### src/rtl/mbist_march.sv
// mbist_march: March C- memory BIST controller with pipelined read compare and a fault FIFO for BIRA.
module mbist_march #(
  parameter int DW = 8,
  parameter int ROW_W = 10,
  parameter int COL_W = 10,
  parameter int NBANK = 2,
  parameter int RD_LAT = 1,
  parameter int FIFO_D = 4,
  localparam int BW = NBANK > 1 ? $clog2(NBANK) : 1
) (
  input  logic             clk,
  input  logic             rst,
  input  logic             test,
  input  logic             early_term,
  input  logic             bg_sel,
  input  logic [DW-1:0]    data_r,
  output logic             ce,
  output logic             we,
  output logic [ROW_W-1:0] row_addr,
  output logic [COL_W-1:0] col_addr,
  output logic [NBANK-1:0] bank_addr,
  output logic [DW-1:0]    data_w,
  output logic             test_end,
  output logic             test_aborted,
  output logic             fault_valid,
  input  logic             fault_ready,
  output logic [ROW_W-1:0] fault_row,
  output logic [COL_W-1:0] fault_col,
  output logic [BW-1:0]    fault_bank,
  output logic [DW-1:0]    fault_mask,
  output logic [2:0]       fault_elem,
  output logic [15:0]      fault_cnt
);
  localparam logic [3:0] IDLE = 4'd0, M0 = 4'd1, M1 = 4'd2, M2 = 4'd3, M3 = 4'd4;
  localparam logic [3:0] M4 = 4'd5, M5 = 4'd6, DRAIN = 4'd7, DONE = 4'd8;
  localparam int AW = $clog2(FIFO_D);
  localparam int EW = 3 + BW + COL_W + ROW_W + DW;
  localparam logic [ROW_W-1:0] RMAX = '1;
  localparam logic [COL_W-1:0] CMAX = '1;
  localparam logic [BW-1:0] BMAX = BW'(NBANK - 1);
  logic [3:0] state, st;
  logic phase, bg, bgv, start, is_m, two, down, nd, last, rd, pbit, dbit, room, issue, adv;
  logic [ROW_W-1:0] row, row_n;
  logic [COL_W-1:0] col, col_n;
  logic [BW-1:0] bank, bank_n;
  logic [RD_LAT:0] pv;
  logic [EW-1:0] pd [0:RD_LAT];
  logic [EW-1:0] fm [0:FIFO_D-1];
  logic [DW-1:0] mask;
  logic push, pop;
  logic [AW:0] fcnt;
  logic [AW-1:0] wp, rp;
  // IDLE with test=1 issues the first M0 write in the same cycle, so st folds that case in
  always_comb begin
    start = state == IDLE && test;
    st = start ? M0 : state;
    is_m = st >= M0 && st <= M5;
    two = st >= M1 && st <= M4;
    down = st == M3 || st == M4;
    nd = st == M2 || st == M3;
    rd = st == M5 || (two && !phase);
    pbit = two && (phase ^ (st == M2 || st == M4));
    bgv = start ? bg_sel : bg;
    dbit = pbit ^ (bgv & (row[0] ^ col[0]));
    last = down ? (row == '0 && col == '0 && bank == '0) : (row == RMAX && col == CMAX && bank == BMAX);
    room = int'(fcnt) + $countones(pv) < FIFO_D;
    issue = is_m && room && (start || !early_term);
    adv = issue && !(two && !phase);
    row_n = down ? row - 1'b1 : row + 1'b1;
    col_n = (down ? row == '0 : row == RMAX) ? (down ? col - 1'b1 : col + 1'b1) : col;
    bank_n = (down ? (row == '0 && col == '0) : (row == RMAX && col == CMAX)) ? (down ? bank - 1'b1 : bank + 1'b1) : bank;
  end
  always_ff @(posedge clk) begin
    if (rst) begin
      state <= IDLE;
      phase <= 1'b0;
      row <= '0;
      col <= '0;
      bank <= '0;
      bg <= 1'b0;
      ce <= 1'b0;
      we <= 1'b0;
      row_addr <= '0;
      col_addr <= '0;
      bank_addr <= '0;
      data_w <= '0;
      test_aborted <= 1'b0;
      fault_cnt <= '0;
      pv <= '0;
    end else begin
      ce <= issue;
      we <= issue && !rd;
      if (issue) begin
        row_addr <= row;
        col_addr <= col;
        bank_addr <= NBANK'(1) << bank;
        data_w <= {DW{dbit}};
      end
      pv <= {pv[RD_LAT-1:0], issue && rd};
      if (start) bg <= bg_sel;
      fault_cnt <= start ? '0 : (push && ~&fault_cnt) ? fault_cnt + 16'd1 : fault_cnt;
      if (is_m && !start && early_term) begin
        state <= DRAIN;
        test_aborted <= 1'b1;
      end else if (adv && last) state <= st == M5 ? DRAIN : st + 4'd1;
      else if (start) state <= M0;
      else if (state == DRAIN && ~|pv[RD_LAT-1:0]) state <= DONE;
      else if (state == DONE && !test) state <= IDLE;
      if (state == DRAIN && early_term) test_aborted <= 1'b1;
      if (start) test_aborted <= 1'b0;
      if (adv) begin
        phase <= 1'b0;
        row <= last ? (nd ? RMAX : '0) : row_n;
        col <= last ? (nd ? CMAX : '0) : col_n;
        bank <= last ? (nd ? BMAX : '0) : bank_n;
      end else if (issue) phase <= 1'b1;
      else if (!is_m) begin
        phase <= 1'b0;
        row <= '0;
        col <= '0;
        bank <= '0;
      end
    end
  end
  // compare pipeline carries {elem, bank, col, row, expected}; FIFO entries swap expected for mask
  assign mask = data_r ^ pd[RD_LAT][DW-1:0];
  assign push = pv[RD_LAT] && |mask;
  assign fault_valid = fcnt != '0;
  assign pop = fault_valid && fault_ready;
  assign test_end = state == DONE;
  assign {fault_elem, fault_bank, fault_col, fault_row, fault_mask} = fault_valid ? fm[rp] : '0;
  always_ff @(posedge clk) begin
    pd[0] <= {3'(st - 4'd1), bank, col, row, {DW{dbit}}};
    for (int k = 1; k <= RD_LAT; k++) pd[k] <= pd[k-1];
    if (push) fm[wp] <= {pd[RD_LAT][EW-1:DW], mask};
  end
  always_ff @(posedge clk) begin
    if (rst) begin
      wp <= '0;
      rp <= '0;
      fcnt <= '0;
    end else begin
      wp <= wp + AW'(push);
      rp <= rp + AW'(pop);
      fcnt <= fcnt + (AW+1)'(push) - (AW+1)'(pop);
    end
  end
endmodule

### config.mk
export PLATFORM = sky130hd
export DESIGN_NAME = mbist_march
export DESIGN_NICKNAME = d
export VERILOG_FILES = /design/src/rtl/mbist_march.sv
export SDC_FILE = /design/constraint.sdc
export NUM_CORES = 1
export LEC_CHECK = 0
export CORE_ASPECT_RATIO = 1.1
export CORE_UTILIZATION = 32
export DETAILED_ROUTE_END_ITERATION = 7
export PLACE_DENSITY_LB_ADDON = 0.25
export SYNTH_ARGS = -nofsm -noshare
export SYNTH_HDL_FRONTEND = slang
export SYNTH_SLANG_ARGS = --single-unit
### constraint.sdc
create_clock -name clk -period 4.4 [get_ports clk]
set_input_delay 0.66 -clock clk [delete_from_list [all_inputs] [get_ports clk]]
set_output_delay 0.66 -clock clk [all_outputs]
set_load 0.005 [all_outputs]
Yosys cells after proc, flatten, opt, wreduce, memory -nomap -nowiden:

Memories as Yosys holds them, arrays and structs flattened. A register that Yosys moved wholly into a read port is not among the register bits.
Index checks and enable logic that the tools add are counted.

* add/sub/neg operators: 15
* order comparisons: 5
* eq/ne operators: 13
* shift-type cells: 1
* muxes and demuxes: 35
* bitwise gates (word level): 6
* reductions and logical operators: 51

Operators with widths (count)
* $mux W10: 10
* $mux W32: 1
* $mux W4: 6
* $logic_and A1 B1 Y1: 23
* $add A10 B1 Y10 const B: 2
* $eq A10 B10 Y1 const B: 2
* $logic_not A10 Y1: 2
* $sub A10 B1 Y10 const B: 2
* $add A16 B1 Y16 const B: 1
* $eq A4 B3 Y1 const B: 4
* $mux W1: 16
* $reduce_and A16 Y1: 1
* $le A4 B3 Y1 const B: 2
* $logic_not A1 Y1: 8
* $reduce_or A8 Y1: 1
* $xor A8 B8 Y8: 1
* $ne A2 B1 Y1 const B: 3
* $ne A3 B2 Y1 const B: 2
* $reduce_and A3 Y1: 2
* $reduce_or A2 Y1: 3
* $logic_or A1 B1 Y1: 5
* $reduce_bool A5 Y1: 1
* $add A2 B1 Y2: 2
* $add A3 B2 Y4: 1
* 23 further kinds: 25

* register bits after elaboration: 78
* RAM bits: 192
* input port bits: 14
* output and inout port bits: 83
* word-level logic and storage cells: 147
* memories kept: 2

Memories
* fm: depth 4, bits a word 32, rd ports 1, clocked after Yosys merged registers in 1, write ports 1, line 48 `logic [EW-1:0] fm [0:FIFO_D-1];`
* pd: depth 2, bits a word 32, rd ports 2, clocked after Yosys merged registers in 0, write ports 2, line 47 `logic [EW-1:0] pd [0:RD_LAT];`

Depth between registers and ports, before layout:

* depth after elaboration: 11
* gate-level depth with buffers: 16
* mapped depth without buffers: 15

Worst setup path after synthesis:

No wires, ideal clock.

* kind: in2reg
* from: input data_r[5]
* to: memory fm[0][0] (netlist bit), enable pin
* library setup time: 0.468 ns
* arrival: 3.720 ns
* required time: 3.932 ns
* setup slack: 0.212 ns
* stages: 4
* buffers on the path: 0
* path through: and4_1 mux2i_1 o21a_1 nor3b_1

* longest elaborated chain between the ends: 5

Ends and longest elaborated chain
* from (decl): line 16 `input logic [DW-1:0] data_r,`
* $xor A8 B8 Y8: line 126 `assign mask = data_r ^ pd[RD_LAT][DW-1:0];`
* $reduce_or A8 Y1: line 127 `assign push = pv[RD_LAT] && |mask;`
* $logic_and A1 B1 Y1: line 127
* $mux W1: line 135 `if (push) fm[wp] <= {pd[RD_LAT][EW-1:DW], mask};`
* $mux W1 (implied by the code): line 135
* to (decl): line 48

Every way passes these cells.

Final worst setup path:

* from: register state[0]
* to: register row[9]

* longest elaborated chain between the ends: 10
* elaborated cells on any way between the ends: 28
* classes of those cells: order compare: 4; eq/ne: 5; mux: 6; reduce/logical: 13

Ends and longest elaborated chain
* from (decl): line 41 `logic [3:0] state, st;`
* from (signal assigned): line 105 `end else if (adv && last) state <= st == M5 ? DRAIN : st + 4'd1;`
* $logic_not A4 Y1: line 55 `start = state == IDLE && test;`
* $logic_and A1 B1 Y1: line 55
* $mux W4: line 56 `st = start ? M0 : state;`
* $ge A4 B1 Y1 (tied with other cells): line 57 `is_m = st >= M0 && st <= M5;`
* $logic_and A1 B1 Y1, on equally long branches: line 57, 58
* $logic_and A1 B1 Y1, on equally long branches: line 67, 68
* $logic_and A1 B1 Y1 / $logic_not A1 Y1 (equally long branches): line 67, 68
* $logic_and A1 B1 Y1: line 68 `adv = issue && !(two && !phase);`
* $ne A2 B1 Y1 (no source line)
* $reduce_and A2 Y1 (no source line)
* to (signal assigned): line 113 `row <= last ? (nd ? RMAX : '0) : row_n;`
* to (decl): line 43 `logic [ROW_W-1:0] row, row_n;`

Several ways; a longest one is shown, not always the timed one.
A chain may end at the register's enable or synchronous reset.

==> results.md <==
* Outcome: completed
* Total power at 0.00807 W
* CP endpoint kind: register
* Placeable Area at 31600 um^2
* Clock Skew at 0.0111 ns
* Post-route insts no fill at 1320
* Max Fclk at 267 MHz
* Area Growth Syn to Fin at 23.6%
* Hold worst-path end: pd[0][61]
* First-pass GRT wire length at 33900 um
* Tightest Pin Transition at 0.780 ns
* Final setup viols at 0
* Synth warnings at 0
* Antenna fix cells at 0
* Clk sink count at 256
* Remaining global-route overflow at 0
* Cell Rows at 68
* TritonCTS clock tree: done
* Hold Crit Class: register to register
* Fin crit share at 85.0%
* Switching power at 0.00247 W
* Final setup TNS at 0 ns
* H-tree level count at 1
* Most frequent cells in the layout: 128 x edfxtp_1, 127 x dfxtp_1, 95 x clkdlybuf4s50_1, 64 x nor2_1
* CP Max Fanout at 8
* Synthesized area at 10300 um^2
* Avg WL per Cell at 15.8 um
* Comb pwr share at 31.1%
* Core Util, Final at 40.3%
* CP required at 4.82 ns
* Final number of hold-violating endpoints at 0
* Final GP Congestion at 0.830
* Slew HR at 48.0%
* Vias at 6195
* Number of flops mapped to enable cells by yosys at 128
* Number of global-route vias before repair at 6212
* Clock network fraction of design power at 29.6%
* Critical path launch point type: register
* RR Endpoint: row[9]
* Async S/R FF share, synth at 0%
* Die Wd at 173 um
* DIE AREA at 32900 um^2
* Sw Ratio at 30.7%
* Placed insts at 1268
* Share of layout cells above drive strength 1 at 13.6%
* Tot GR Track Use at 12.8%
* Die Y at 190 um
* Post-cts hold buffer count at 0
* CTS root buffer: clkbuf_16
* Clock Latency Late Sink at 0.53 ns
* Synth Area per Inst at 13.3 um^2
* Initial antenna violation count at 0
* Post-layout minimum cycle time at 3.74 ns
* Clk buf depth at 3
* VDD IR max at 0.000328 V
* P_leak at 4.55 nW
* Pin count of the biggest net entering global routing at 35
* Post-route antenna net violation count at 0
* Final Max Tran Viols at 0
* Final nets at 920
* DRT iter0 DRCs at 337
* Flop pwr share at 39.3%
* Post-CTS Setup Bufs at 0
* Leading cell type in the layout, fill and taps excluded: edfxtp_1
* Register bit total from synthesis at 256
* Sequential area share after synthesis at 62.2%
* DRC viols at 0
* CP Data Arrival Time at 4.16 ns
* WHS Path Cells at 0
* Final hold slack at 0.325 ns
* Final wirelength at 20900 um
* Starting Density at 32.6%
* Synthesized instance count at 773
* CP Class: register to register
* Cts repair resizes at 0
* I/O pins at 97
* Vias/cell at 4.69
* Int Pwr at 0.00559 W
* TritonCTS buffer count at 28
* Ys flop type: edfxtp_1
* Yosys cell types at 64
* Post-Synthesis Net Count at 815
* Crit. Startpoint: state[0]
* R2r startpoint: state[0]
* DRT Pass-1 Iters at 4
* R2R cell count at 16
* Maxcap violations at 0
* Hpwl dp at 13800 um
* Clock-pin slew on the worst setup and hold paths at 0.06 ns
* Number of port buffers at 96
* RSZ-0062 raised after global routing: no
* PD cells at 633 nW/um^2
* Reg2reg setup slack at 0.66 ns
* Hold Crit Start: pd[0][29]
per-stage QoR:
step                cell area [um^2]  worst slack, ns
global route                   12700            0.287
CTS                            12700            0.669
global placement               11800            0.222
detailed placement             11800            0.140
floorplan                      10300            0.212
finish                         12700            0.661
state kept, by name, summed over array words and instances (netlist names):
register,count
rp,2
bg,1
bank_addr,2
test_aborted,1
data_w,1
state,4
col_addr,10
fm,128
fcnt,3
we,1
bank,1
row,10
row_addr,10
ce,1
fault_cnt,16
col,10
pv,2
pd,50
wp,2
phase,1
final cells by class:
type / instances / area (um^2)
Fill cell: 2939 / 18800
Sequential cell: 256 / 6410
Multi-Input combinational cell: 459 / 3650
Timing Repair Buffer: 115 / 1110
Clock buffer: 39 / 813
Tap cell: 420 / 526
Clock inverter: 13 / 155
Inverter: 18 / 67.6
cells in the mapped netlist, drive strengths merged, types with 5 or more instances:
| master | count | area, um^2 |
|---|---|---|
| a211oi | 7 | 65.1 |
| a21oi | 32 | 171 |
| a22o | 10 | 87.6 |
| and3 | 5 | 31.3 |
| buf | 25 | 146 |
| clkbuf | 15 | 57.6 |
| dfxtp | 128 | 2560 |
| edfxtp | 128 | 3840 |
| ha | 25 | 313 |
| inv | 18 | 67.6 |
| mux2i | 26 | 260 |
| mux4 | 32 | 721 |
| nand2 | 39 | 146 |
| nand2b | 6 | 45.0 |
| nand3 | 16 | 80.1 |
| nand4 | 6 | 37.5 |
| nor2 | 66 | 248 |
| nor2b | 39 | 244 |
| nor3 | 14 | 80.1 |
| nor4 | 6 | 37.5 |
| o211ai | 9 | 67.6 |
| o21ai | 20 | 111 |
| or2 | 5 | 31.3 |
| or3 | 7 | 43.8 |
| xnor2 | 15 | 131 |
| xor2 | 23 | 201 |
worst max path at each step:
stage          endpoint  slack (ns)  cells past startpoint
6_report         row[9]        0.66                     16
5_1_grt          row[9]        0.29                     16
4_1_cts          row[9]        0.67                     16
3_5_place_dp     row[9]        0.14                     16
3_3_place_gp     row[9]        0.22                     16
2_1_floorplan  fm[0][0]        0.21                      4
worst max-delay path: stages (launching register included):
cell and delay [ns]:
dfxtp_1 0.39, nor3_2 0.24, nand3_1 0.18, nand2_1 0.19, ha_1 0.23, o21bai_1 0.19, nand2_1 0.11, inv_1 0.14
buf_4 0.19, ha_1 0.27, o21ai_0 0.09, nor2_1 0.09, or4b_1 0.53, a221oi_1 0.30, xnor2_1 0.17, o21ai_0 0.09
a22o_1 0.23
power groups by stage:
stage / logic, W / clock network (W) / registers, W
after floorplan: 0.00169 / 0 / 0.00307
after global placement: 0.00255 / 0 / 0.00322
after detailed placement: 0.00255 / 0 / 0.00323
after CTS: 0.00257 / 0.00245 / 0.00318
after global routing: 0.00278 / 0.00256 / 0.00322
final: 0.00251 / 0.00239 / 0.00317
logic make-up (layout without fill, tap and decap cells):
| logic type | count (synthesis) | count (layout) | synth area share (%) |
|---|---|---|---|
| AO/OA/AOI/OAI | 108 | 108 | 7.30 |
| multiplexers | 59 | 59 | 9.67 |
| XOR/XNOR | 38 | 38 | 3.23 |
| buffers and inverters | 58 | 185 | 2.64 |
| flip-flops | 256 | 256 | 62.2 |
| AND/OR/NAND/NOR | 226 | 226 | 11.3 |
| adder cells (fa/ha/maj) | 28 | 28 | 3.62 |
metal layers:
metal	track usage (%)	vias to the layer above	routed length [um]
met5	0	-	0
li1	-	3056	-
met4	3.20	0	365
met1	18.0	2983	10000
met2	20.3	127	9480
met3	2.52	29	1040
No activity file was read; power rests on OpenSTA's default activity.
